==> config.mk <==
export PLATFORM = sky130hd
export DESIGN_NAME = fight_match_ctrl
export DESIGN_NICKNAME = d
export VERILOG_FILES = /design/src/rtl/fight_pkg.sv /design/src/rtl/fight_action_latch.sv /design/src/rtl/fight_match_ctrl.sv
export SDC_FILE = /design/constraint.sdc
export NUM_CORES = 1
export LEC_CHECK = 0
export CAP_MARGIN = 20
export CORE_ASPECT_RATIO = 0.5
export CORE_UTILIZATION = 47
export CTS_BUF_LIST = sky130_fd_sc_hd__clkbuf_8
export DETAILED_ROUTE_END_ITERATION = 10
export GPL_ROUTABILITY_DRIVEN = 0
export HOLD_SLACK_MARGIN = 0.02
export PLACE_DENSITY = 0.84
export SYNTH_ARGS = -nofsm -noshare
export SYNTH_HDL_FRONTEND = slang
export SYNTH_SLANG_ARGS = --single-unit
==> constraint.sdc <==
create_clock -name clk -period 2.4 [get_ports clk]
set_input_delay 0.6 -clock clk [delete_from_list [all_inputs] [get_ports clk]]
set_output_delay 0.6 -clock clk [all_outputs]
set_load 0.05 [all_outputs]
==> src/rtl/fight_pkg.sv <==
// Shared definitions for the fighting-game match controller: action codes,
// controller FSM states, round result codes and health constants.
package fight_pkg;

    typedef enum logic [2:0] {
        ACT_KICK   = 3'b000,
        ACT_PUNCH  = 3'b001,
        ACT_AWAIT  = 3'b010,
        ACT_JUMP   = 3'b011,
        ACT_LEFT1  = 3'b100,
        ACT_LEFT2  = 3'b101,
        ACT_RIGHT1 = 3'b110,
        ACT_RIGHT2 = 3'b111
    } action_t;

    typedef enum logic [2:0] {
        ST_IDLE,
        ST_RST_PLAYERS,
        ST_COLLECT,
        ST_STROBE,
        ST_CHECK,
        ST_MATCH_OVER
    } state_t;

    typedef enum logic [1:0] {
        RW_NONE = 2'b00,
        RW_P1   = 2'b01,
        RW_P2   = 2'b10,
        RW_DRAW = 2'b11
    } round_winner_t;

    localparam logic [1:0] HEALTH_KO = 2'b00;
    localparam logic [1:0] WINS_MAX  = 2'b11;

    // Saturating increment for the 2-bit wins counters.
    function automatic logic [1:0] sat_inc2(input logic [1:0] v);
        return (v == WINS_MAX) ? v : v + 2'd1;
    endfunction

endpackage

==> src/rtl/fight_action_latch.sv <==
// One player's action capture: the first valid of a turn is kept, later ones
// are ignored until cleared. A fill request loads await into an empty latch.
module fight_action_latch
    import fight_pkg::*;
(
    input  logic       clk,
    input  logic       reset,
    input  logic       i_clear,
    input  logic       i_valid,
    input  logic [2:0] i_act,
    input  logic       i_fill_await,
    output logic [2:0] o_act,
    output logic       o_full,
    output logic       o_full_next
);

    logic [2:0] r_act;
    logic       r_full;

    // Capture the first valid action (or the await fill) of the turn.
    always_ff @(posedge clk or negedge reset) begin
        if (!reset) begin
            r_act  <= ACT_AWAIT;
            r_full <= 1'b0;
        end else if (i_clear) begin
            r_act  <= ACT_AWAIT;
            r_full <= 1'b0;
        end else if (!r_full) begin
            if (i_valid) begin
                r_act  <= i_act;
                r_full <= 1'b1;
            end else if (i_fill_await) begin
                r_act  <= ACT_AWAIT;
                r_full <= 1'b1;
            end
        end
    end

    assign o_act       = r_act;
    assign o_full      = r_full;
    // Full after this edge: lets the controller leave collection in the same
    // cycle that the second latch fills.
    assign o_full_next = r_full | i_valid | i_fill_await;

endmodule

==> src/rtl/fight_match_ctrl.sv <==
// Turn and round sequencer for the two-player fighting datapath.
// Optional feature macro: FIGHT_TURN_TIMEOUT_EN (action collection timeout).
module fight_match_ctrl
    import fight_pkg::*;
#(
    parameter int unsigned TURN_CYCLES   = 16,
    parameter int unsigned ROUND_TURNS   = 30,
    parameter int unsigned ROUNDS_TO_WIN = 2
) (
    input  logic       clk,
    input  logic       reset,
    input  logic       start,
    input  logic       valid1,
    input  logic       valid2,
    input  logic [2:0] act_in1,
    input  logic [2:0] act_in2,
    input  logic [1:0] health1,
    input  logic [1:0] health2,
    output logic [2:0] action1,
    output logic [2:0] action2,
    output logic       actionEnable,
    output logic       players_reset_n,
    output logic       isGameOver,
    output logic [1:0] round_winner,
    output logic [1:0] wins1,
    output logic [1:0] wins2,
    output logic [7:0] turns_left
);

    // Elaboration-time parameter range guards.
    if (TURN_CYCLES < 1 || TURN_CYCLES > 255) begin : g_bad_turn_cycles
        $error("fight_match_ctrl: TURN_CYCLES out of range 1..255");
    end
    if (ROUND_TURNS < 1 || ROUND_TURNS > 255) begin : g_bad_round_turns
        $error("fight_match_ctrl: ROUND_TURNS out of range 1..255");
    end
    if (ROUNDS_TO_WIN < 1 || ROUNDS_TO_WIN > 3) begin : g_bad_rounds_to_win
        $error("fight_match_ctrl: ROUNDS_TO_WIN out of range 1..3");
    end

    state_t        r_state;
    logic          r_rst_cnt;
    logic          r_action_en;
    logic          r_prst_n;
    logic          r_game_over;
    round_winner_t r_round_winner;
    logic [1:0]    r_wins1;
    logic [1:0]    r_wins2;
    logic [7:0]    r_turns_left;

    logic          w_in_collect;
    logic          w_clear;
    logic          w_valid1;
    logic          w_valid2;
    logic          w_fill_await;
    logic          w_full1;
    logic          w_full2;
    logic          w_full1_next;
    logic          w_full2_next;
    logic          w_both_full;
    logic [7:0]    w_turns_dec;
    round_winner_t w_result;
    logic [1:0]    w_wins1_next;
    logic [1:0]    w_wins2_next;
    logic          w_match_end;

    assign w_in_collect = (r_state == ST_COLLECT);
    // Latches are emptied while players reset and on the way out of CHECK,
    // so every turn starts with both latches empty.
    assign w_clear      = (r_state == ST_RST_PLAYERS) || (r_state == ST_CHECK);
    assign w_valid1     = valid1 & w_in_collect;
    assign w_valid2     = valid2 & w_in_collect;
    assign w_both_full  = w_full1_next & w_full2_next;

`ifdef FIGHT_TURN_TIMEOUT_EN
    logic [7:0] r_timer;
    assign w_fill_await = w_in_collect && (r_timer == 8'(TURN_CYCLES - 1));
`else
    assign w_fill_await = 1'b0;
`endif

    fight_action_latch u_latch1 (
        .clk         (clk),
        .reset       (reset),
        .i_clear     (w_clear),
        .i_valid     (w_valid1),
        .i_act       (act_in1),
        .i_fill_await(w_fill_await),
        .o_act       (action1),
        .o_full      (w_full1),
        .o_full_next (w_full1_next)
    );

    fight_action_latch u_latch2 (
        .clk         (clk),
        .reset       (reset),
        .i_clear     (w_clear),
        .i_valid     (w_valid2),
        .i_act       (act_in2),
        .i_fill_await(w_fill_await),
        .o_act       (action2),
        .o_full      (w_full2),
        .o_full_next (w_full2_next)
    );

    // Round judgement from the sampled healths and the post-decrement turn count.
    always_comb begin
        w_turns_dec = (r_turns_left != 8'd0) ? r_turns_left - 8'd1 : 8'd0;
        w_result    = RW_NONE;
        if (health1 == HEALTH_KO && health2 == HEALTH_KO) begin
            w_result = RW_DRAW;
        end else if (health1 == HEALTH_KO) begin
            w_result = RW_P2;
        end else if (health2 == HEALTH_KO) begin
            w_result = RW_P1;
        end else if (w_turns_dec == 8'd0) begin
            if (health1 > health2)      w_result = RW_P1;
            else if (health2 > health1) w_result = RW_P2;
            else                        w_result = RW_DRAW;
        end
        w_wins1_next = (w_result == RW_P1) ? sat_inc2(r_wins1) : r_wins1;
        w_wins2_next = (w_result == RW_P2) ? sat_inc2(r_wins2) : r_wins2;
        w_match_end  = (w_wins1_next == 2'(ROUNDS_TO_WIN)) ||
                       (w_wins2_next == 2'(ROUNDS_TO_WIN));
    end

    // Match sequencer with registered outputs.
    always_ff @(posedge clk or negedge reset) begin
        if (!reset) begin
            r_state        <= ST_IDLE;
            r_rst_cnt      <= 1'b0;
            r_action_en    <= 1'b0;
            r_prst_n       <= 1'b0;
            r_game_over    <= 1'b1;
            r_round_winner <= RW_NONE;
            r_wins1        <= 2'd0;
            r_wins2        <= 2'd0;
            r_turns_left   <= 8'(ROUND_TURNS);
`ifdef FIGHT_TURN_TIMEOUT_EN
            r_timer        <= '0;
`endif
        end else begin
            r_action_en <= 1'b0;
            case (r_state)
                ST_IDLE, ST_MATCH_OVER: begin
                    if (start) begin
                        r_wins1        <= 2'd0;
                        r_wins2        <= 2'd0;
                        r_round_winner <= RW_NONE;
                        r_rst_cnt      <= 1'b0;
                        r_prst_n       <= 1'b0;
                        r_game_over    <= 1'b1;
                        r_state        <= ST_RST_PLAYERS;
                    end
                end
                ST_RST_PLAYERS: begin
                    r_turns_left <= 8'(ROUND_TURNS);
                    if (r_rst_cnt) begin
                        r_prst_n    <= 1'b1;
                        r_game_over <= 1'b0;
                        r_state     <= ST_COLLECT;
`ifdef FIGHT_TURN_TIMEOUT_EN
                        r_timer     <= '0;
`endif
                    end else begin
                        r_rst_cnt <= 1'b1;
                    end
                end
                ST_COLLECT: begin
`ifdef FIGHT_TURN_TIMEOUT_EN
                    r_timer <= r_timer + 8'd1;
`endif
                    if (w_both_full) begin
                        r_action_en <= 1'b1;
                        r_state     <= ST_STROBE;
                    end
                end
                ST_STROBE: begin
                    r_state <= ST_CHECK;
                end
                ST_CHECK: begin
                    r_turns_left <= w_turns_dec;
                    if (w_result == RW_NONE) begin
                        r_state <= ST_COLLECT;
`ifdef FIGHT_TURN_TIMEOUT_EN
                        r_timer <= '0;
`endif
                    end else begin
                        r_round_winner <= w_result;
                        r_wins1        <= w_wins1_next;
                        r_wins2        <= w_wins2_next;
                        if (w_result != RW_DRAW && w_match_end) begin
                            r_prst_n    <= 1'b1;
                            r_game_over <= 1'b1;
                            r_state     <= ST_MATCH_OVER;
                        end else begin
                            r_rst_cnt   <= 1'b0;
                            r_prst_n    <= 1'b0;
                            r_game_over <= 1'b1;
                            r_state     <= ST_RST_PLAYERS;
                        end
                    end
                end
                default: begin
                    r_state <= ST_IDLE;
                end
            endcase
        end
    end

    assign actionEnable    = r_action_en;
    assign players_reset_n = r_prst_n;
    assign isGameOver      = r_game_over;
    assign round_winner    = r_round_winner;
    assign wins1           = r_wins1;
    assign wins2           = r_wins2;
    assign turns_left      = r_turns_left;

endmodule

==> summary.md, run 1 <==
| Metric | Value |
|---|---|
| HPWL after DPL | ~3.6 mm |
| IO Pins | 38 |
| Hold crit path type | register to register |
| Combinational fraction of design power | 52.4% |
| Data required time of the worst path | approximately 2600 ps |
| Origin of the worst setup path | turns_left[1] |
| Post-synthesis register bit count | 29 |
| Initial antenna violation count | 0 |
| Clk network pwr share | 18.6% |
| R2R setup slack | -60 ps |
| Status | complete, but fails checks |
| Gr usage total | between 20% and 30% |
| Synth unique cells | 45 |
| Vias in the first global route | 1867 |
| Gate Count Post-Synth | about 200 |
| Maxcap violations | 0 |
| PnR worst setup slack | -58.3 ps |
| Endpoints failing hold | 0 |
| Drc violations | 0 |
| Initial core utilization | roughly 50% |
| Clock Root Buffer | clkbuf_8 |
| ANT nets after route | 0 |
| Synth top area share | 31.5% |
| Inserted Clock Buffers | 5 |
| Min Hold Slack | about 490 ps |
| YS warnings | 0 |
| Clk slew on worst S/H paths | 70 ps |
| First-pass GRT wire length | 8.69 mm |
| Clk_lat worst skew | 290 ps |
| Startpoint Class | register |
| Static Leak | around 0.0011 uW |
| R2r endpoint | r_rst_cnt |
| Syn-to-layout area delta | 56.8% |
| Pre-antenna DRT Iters | 5 |
| Hold endpoint | isGameOver |
| Max FO, Critical Path | 6 |
| Final min period | 2460 ps |
| Internal power | around 1600 uW |
| Pins over their slew limit | 0 |
| Vias/cell | slightly above 6 |
| Most common cell after layout, fill and taps aside | buf_4 |
| Crit Path Category | register to register |
| R2R cell count | 9 |
| Cell area after synthesis | roughly 0.0017 sq mm |
| WL final | 5.69 mm |
| Worst VDD drop | 0.592 mV |
| Total power | 2830 uW |
| # rows | 15 |
| Final setup vio count | 2 |
| Violated checks | negative setup slack |
| Switching Fraction | 44.6% |
| R2r startpoint | turns_left[1] |
| Worst rel slew slack | 56.4% |
| Sw Pwr | approximately 1300 uW |
| Cell Pwr Density | between 1000 and 1500 mW/mm^2 |
| Worst hold path startpoint | isGameOver |
| TritonCTS clock tree | done |
| Layout cells sized above 1 | around a third |
| Drt first-iter violations | between 200 and 250 |
| Setup Skew | roughly 7.0 ps |
| I/O Buffers | 37 |
| Largest net degree at the start of global routing | 30 |
| Crit. End Element | register |
| Synth top area cells | dfrtp_1, dfstp_2, o21ai_0, nor2_1, nor2b_1 |
| RSZ-0062 raised after global routing | true |
| Worst slew pin tran | roughly 650 ps |
| Nets | between 200 and 300 |
| Die H | around 45 microns |
| H-tree depth | 2 |
| GRT overflow | 0 |
| Diodes inserted | 0 |
| Min-Delay Path Depth | 2 |
| Fmax | a little over 400 MHz |
| Post-synthesis sequential area ratio | between 40% and 50% |
| Die Wd | roughly 88 microns |
| Most frequent cells in the layout | buf_4, clkdlybuf4s50_1, nor2_1, dfrtp_1, o21ai_0 |
| DR vias | 1967 |
| Crit share post-route | 102% |
| Core ar. | 0.00349 sq mm |
| CTS max path bufs | 2 |
| Arrival time worst endpoint | approximately 2700 ps |
| Synthesized Nets | between 200 and 250 |
| Leading area contributor after synthesis | dfrtp_1 |
| Drt wl/cell | approximately 17 microns |
| Sequential Power Share | 29.0% |
| Clock Sinks | 29 |
| Die ar. | 0.00398 sq mm |
| Syn Area/Cell | 8.70 sq um |
## registers in the layout, indices dropped and copies added (netlist names), 2 cells and up
signal,count
r_state,3
u_latch1.o_act,3
wins1,2
turns_left,8
wins2,2
round_winner,2
u_latch2.o_act,3
## final cells by class
class,instances,area (sq um)
clock buffers,6,82.6
clock inverters,2,33.8
fillers,231,751
inverters,7,26.3
multi-input cells,157,1150
flip-flops and latches,29,737
well taps,51,63.8
repair buffers,74,646
## logic make-up (layout without fill, tap and decap cells)
group                    Yosys count  after routing  share of synthesized area [%]
XOR/XNOR                           2              2                           1.00
flip-flops                        29             29                           42.0
AND/OR/NAND/NOR                   73             73                           20.7
buffers and inverters             15             89                           3.29
multiplexers                       2              2                           1.43
adder cells (fa/ha/maj)            3              3                           2.15
AO/OA/AOI/OAI                     77             77                           29.4
## synthesized netlist by cell type
cell / count
nor2_1: 24
o21ai_0: 24
dfrtp_1: 22
nand2_1: 15
a21oi_1: 13
nor2b_1: 11
clkbuf_1: 7
dfstp_2: 7
inv_1: 7
nor3_1: 6
a31oi_1: 5
a22o_1: 4
o21a_1: 4
a22oi_1: 3
a311oi_1: 3
ha_1: 3
nand3_1: 3
nor3b_1: 3
a41oi_1: 2
nand2b_1: 2
o221ai_1: 2
o22a_1: 2
o2bb2ai_1: 2
o31ai_1: 2
o41ai_1: 2
or2_2: 2
or3_1: 2
or4_1: 2
a2111o_1: 1
a2111oi_2: 1
a21o_1: 1
a21oi_2: 1
a32o_1: 1
a41o_1: 1
and3_4: 1
buf_2: 1
mux2_4: 1
mux2i_1: 1
nor4_1: 1
o21ai_1: 1
o21bai_1: 1
o22ai_1: 1
or3b_2: 1
xnor2_1: 1
xor2_1: 1
## per-layer routing
| layer | up-vias | track usage, % | share of wire (%) | wire, microns |
|---|---|---|---|---|
| met5 | - | 0 | 0 | 0 |
| met4 | 0 | 14.8 | 2.7 | 153 |
| met3 | 24 | 6.22 | 7.5 | 428 |
| met2 | 107 | 50.9 | 48 | 2750 |
| met1 | 941 | 36.7 | 41 | 2350 |
| li1 | 895 | - | - | - |
## power groups by stage
stage                     clock network [uW]  logic [uW]  registers (uW)
after global routing                     554        1580             841
after CTS                                529        1420             812
after floorplan                            0         621            1090
final                                    527        1490             822
after detailed placement                   0        1380             812
after global placement                     0        1330             812
## worst max-delay path, stage by stage (launching register included)
cell and delay (ps):
dfstp_2 570, inv_2 60, ha_4 170, nor2b_4 140
a2111oi_4 350, and3_4 310, a31oi_4 110, a22oi_2 240
mux2_4 330, a21oi_2 100
## per-stage QoR
stage               instance area, sq um  setup TNS, ps  std cells  setup WS [ps]  utilization, %
CTS                                 2670          -35.8        324          -15.5            76.5
finish                              2740          -87.9        326          -58.3            78.5
floorplan                           1830           -189        201          -92.0               -
global route                        2740           -382        326           -107            78.5
global placement                    2480          -1230        315           -309            71.2
detailed placement                  2480          -1870        315           -416            71.2
## worst max-delay path by stage
stage               slack, ps  cells past startpoint        end
floorplan                 -90                      8  r_rst_cnt
global placement         -310                     10  r_rst_cnt
detailed placement       -420                     10  r_rst_cnt
CTS                       -20                      9   wins1[0]
global route             -110                      9  r_rst_cnt
finish                    -60                      9  r_rst_cnt
## timing repair
| item | 4_1_cts | 5_1_grt |
|---|---|---|
| pin swaps | 12 | 5 |
| buffers inserted | 1 | 2 |
| endpoints found under the setup margin | 7 | 8 |
| hold buffers | 0 | 0 |
| resized for setup | 14 | 14 |
(Power assumes the default switching activity.)
==> run 2, diff against run 1 <==
--- a/config.mk
+++ b/config.mk
@@ -7,12 +7,12 @@
 export LEC_CHECK = 0
 export CAP_MARGIN = 20
 export CORE_ASPECT_RATIO = 0.5
-export CORE_UTILIZATION = 47
-export CTS_BUF_LIST = sky130_fd_sc_hd__clkbuf_8
+export CORE_UTILIZATION = 54
 export DETAILED_ROUTE_END_ITERATION = 10
 export GPL_ROUTABILITY_DRIVEN = 0
 export HOLD_SLACK_MARGIN = 0.02
-export PLACE_DENSITY = 0.84
+export PLACE_DENSITY = 0.9
+export SKIP_LAST_GASP = 1
 export SYNTH_ARGS = -nofsm -noshare
 export SYNTH_HDL_FRONTEND = slang
 export SYNTH_SLANG_ARGS = --single-unit
==> constraint.sdc (replaced) <==
create_clock -name clk -period 3.2 [get_ports clk]
set_input_delay 0.8 -clock clk [delete_from_list [all_inputs] [get_ports clk]]
set_output_delay 0.8 -clock clk [all_outputs]
set_load 0.05 [all_outputs]
==> run 2 against run 1 <==
Compared with the run above: the flow now finishes without violations; clock skew increased by 1.5 ps; core utilization is 3.5 points lower; critical path depth unchanged; sequential power shrank 26%; register-to-register slack improved by 270 ps; global-route usage shrank 1.0 points; via count fell by 11%; die area down 13%; non-clock buffer count is 35 lower; critical path type unchanged; largest cell class unchanged.
==> summary.md, run 2 (same netlist as run 1, synthesis figures left out) <==
| Metric | Value |
|---|---|
| Min-Delay Path Depth | 2 (unchanged) |
| Origin of the worst setup path | turns_left[0] |
| Clk_lat worst skew | 290 ps (about the same) |
| Crit Path Category | register to register |
| Layout cells sized above 1 | 10.0% (-22 points) |
| Largest register FFs | 8 (unchanged) |
| Inserted Clock Buffers | 5 (unchanged) |
| # rows | 14 (-1) |
| Area of the multi-input gates | 956 sq um (-17%) |
| Crit. End Element | register |
| Setup Skew | 8.53 ps (+1.49 ps) |
| Post-CTS sizing | 0 (-14) |
| Diodes inserted | 0 (unchanged) |
| Fmax | 334 MHz (-18%) |
| CP cell instances | inv_1 > ha_1 > or3b_2 > nor2_1 > a41oi_1 > o31ai_1 > a22oi_1 > mux2_4 > a21oi_2 |
| R2r startpoint | turns_left[0] |
| Worst VDD drop | 0.599 mV (+1.2%) |
| Vias in the first global route | 1552 (-17%) |
| Largest net degree at the start of global routing | 30 (unchanged) |
| CTS max path bufs | 2 (unchanged) |
| Die Wd | 82.5 microns (-6.6%) |
| Endpoints failing hold | 0 (unchanged) |
| GRT overflow | 0 (unchanged) |
| Levels on crit path | 9 (unchanged) |
| Die H | 42.2 microns (-6.4%) |
| Drt wl/cell | 15.9 microns (-9.1%) |
| R2R cell count | 9 (unchanged) |
| Initial antenna violation count | 0 (unchanged) |
| Post-CTS Hold Fix Bufs | 0 (unchanged) |
| Drt first-iter violations | 151 (-27%) |
| Die ar. | 0.00348 sq mm (-13%) |
| I/O Buffers | 37 (unchanged) |
| Vias/cell | 6.24 (+3.3%) |
| PnR worst setup slack | 207 ps (+265 ps) |
| Initial core utilization | 57.3% (+7.3 points) |
| Most frequent cells in the layout | clkdlybuf4s50_1, o21ai_0, nor2_1 |
| Arrival time worst endpoint | 3210 ps (+530 ps) |
| Worst slew pin tran | 751 ps (+99.6 ps) |
| Worst rel slew slack | 49.8% (-6.6 points) |
| Clk slew on worst S/H paths | 60 ps (about the same) |
| Worst path slowest cell | or3b_2 |
| Crit share post-route | 93.5% (-8.9 points) |
| DR vias | 1746 (-11%) |
| Max FO, Critical Path | 6 (unchanged) |
| ANT nets after route | 0 (unchanged) |
| Final setup vio count | 0 (-2) |
| Setup_tns | 0 ps (+87.9 ps) |
| IO Pins | 38 (unchanged) |
| Clock Sinks | 29 (unchanged) |
| TritonCTS clock tree | done |
| Pre-antenna DRT Iters | 4 (-1) |
| Drc violations | 0 (unchanged) |
| Most common cell after layout, fill and taps aside | clkdlybuf4s50_1 |
| Core ar. | 0.00305 sq mm (-13%) |
| Nets | 257 (-12%) |
| H-tree depth | 2 (unchanged) |
| Post-place setup slack | 74.9 ps (+491 ps) |
| HPWL after DPL | 3.06 mm (-15%) |
| Cell Pwr Density | 872 mW/mm^2 (-16%) |
| Clock Root Buffer | clkbuf_8 |
| Setup bufs post-CTS | 0 (-1) |
| Final min period | 2990 ps (+535 ps) |
| Crit path capture | r_rst_cnt |
| Static Leak | 0.000907 uW (-17%) |
| Data required time of the worst path | 3410 ps (+790 ps) |
| Startpoint Class | register |
| First-pass GRT wire length | 7.36 mm (-15%) |
| Syn-to-layout area delta | 30.8% |
| Critical path's top delay family | simple AND/OR/NAND/NOR gates |
| Maxcap violations | 0 (unchanged) |
| Hold crit path type | register to register |
| R2r endpoint | r_rst_cnt |
| WL final | 4.44 mm (-22%) |
| Largest stage delay, worst path | 540 ps (-30 ps) |
| CP Buf/Inv Count | 1 (unchanged) |
| RSZ-0062 raised after global routing | false |
| Status | completed |
| R2R setup slack | 210 ps (+270 ps) |
| FF+latch area | 734 sq um (-0.34%) |
| Fill cell count | 239 (+3.5%) |
| Pins over their slew limit | 0 (unchanged) |
| Post-route cell area | 0.00229 sq mm (-17%) |
| Placed Area | 0.00215 sq mm (-13%) |
| Gr usage total | 28.7% (-1.0 points) |
| Min Hold Slack | 490 ps (-0.253 ps) |
-- run 2: changes by cell type in the layout (fill, tap and decap cells not counted), moves of 3 or more --
cell	previous run	this run
o21ai_0	18	24
o21ai_1	4	1
clkdlybuf4s50_1	34	37
o21ai_2	3	0
nor2_2	3	0
buf_4	38	2
nor2_1	20	24
-- run 2: per-stage QoR --
step | total power (uW) | std cells | utilization, %
2_1_floorplan | 1250 | 201 | -
4_1_cts | 1990 | 280 | 75.0
6_report | 1990 | 280 | 75.0
3_3_place_gp | 1490 | 272 | 70.6
3_5_place_dp | 1520 | 272 | 70.6
5_1_grt | 2100 | 280 | 75.0
-- run 2: report_power, final --
| part | internal (uW) | switching [uW] |
|---|---|---|
| logic | 340 | 587 |
| registers | 485 | 124 |
| clock network | 309 | 148 |
-- run 2: layout make-up --
cell class / instances / share of cell area [%]
multi-input combinational: 157 / 41.8
sequential: 29 / 32.1
timing repair buffer: 39 / 16.9
clock buffer: 5 / 3.01
clock inverter: 3 / 2.85
tap: 40 / 2.19
inverter: 7 / 1.15
-- run 2: worst min path at each step --
stage	end	slack [ps]	start
2_1_floorplan	actionEnable	500	reset
3_3_place_gp	isGameOver	470	isGameOver
3_5_place_dp	isGameOver	480	isGameOver
4_1_cts	isGameOver	490	isGameOver
5_1_grt	round_winner[0]	520	round_winner[0]
6_report	isGameOver	490	isGameOver
-- run 2: worst reg2reg max path, delay by kind of cell (launching register included) --
kind / cells / cell delay, ps
compound gates: 4 / 880
fa+ha+maj: 1 / 260
buf+inv: 1 / 120
flops: 1 / 440
mux: 1 / 340
simple gates: 2 / 880
-- run 2: routing by layer --
layer / vias up / global-route usage, % / share of wire [%]
li1: 828 / - / -
met2: 78 / 42.8 / 45
met5: - / 0 / 0
met1: 826 / 40.3 / 45
met4: 0 / 12.6 / 2.1
met3: 14 / 6.09 / 7.2
==> run 3, diff against run 2 <==
--- a/config.mk
+++ b/config.mk
@@ -5,6 +5,7 @@
 export SDC_FILE = /design/constraint.sdc
 export NUM_CORES = 1
 export LEC_CHECK = 0
+export ABC_CLOCK_PERIOD_IN_PS = 3200
 export CAP_MARGIN = 20
 export CORE_ASPECT_RATIO = 0.5
 export CORE_UTILIZATION = 54
==> results of run 3 <==
Same layout as run 2: the final DEF is identical, and so are final timing and power.
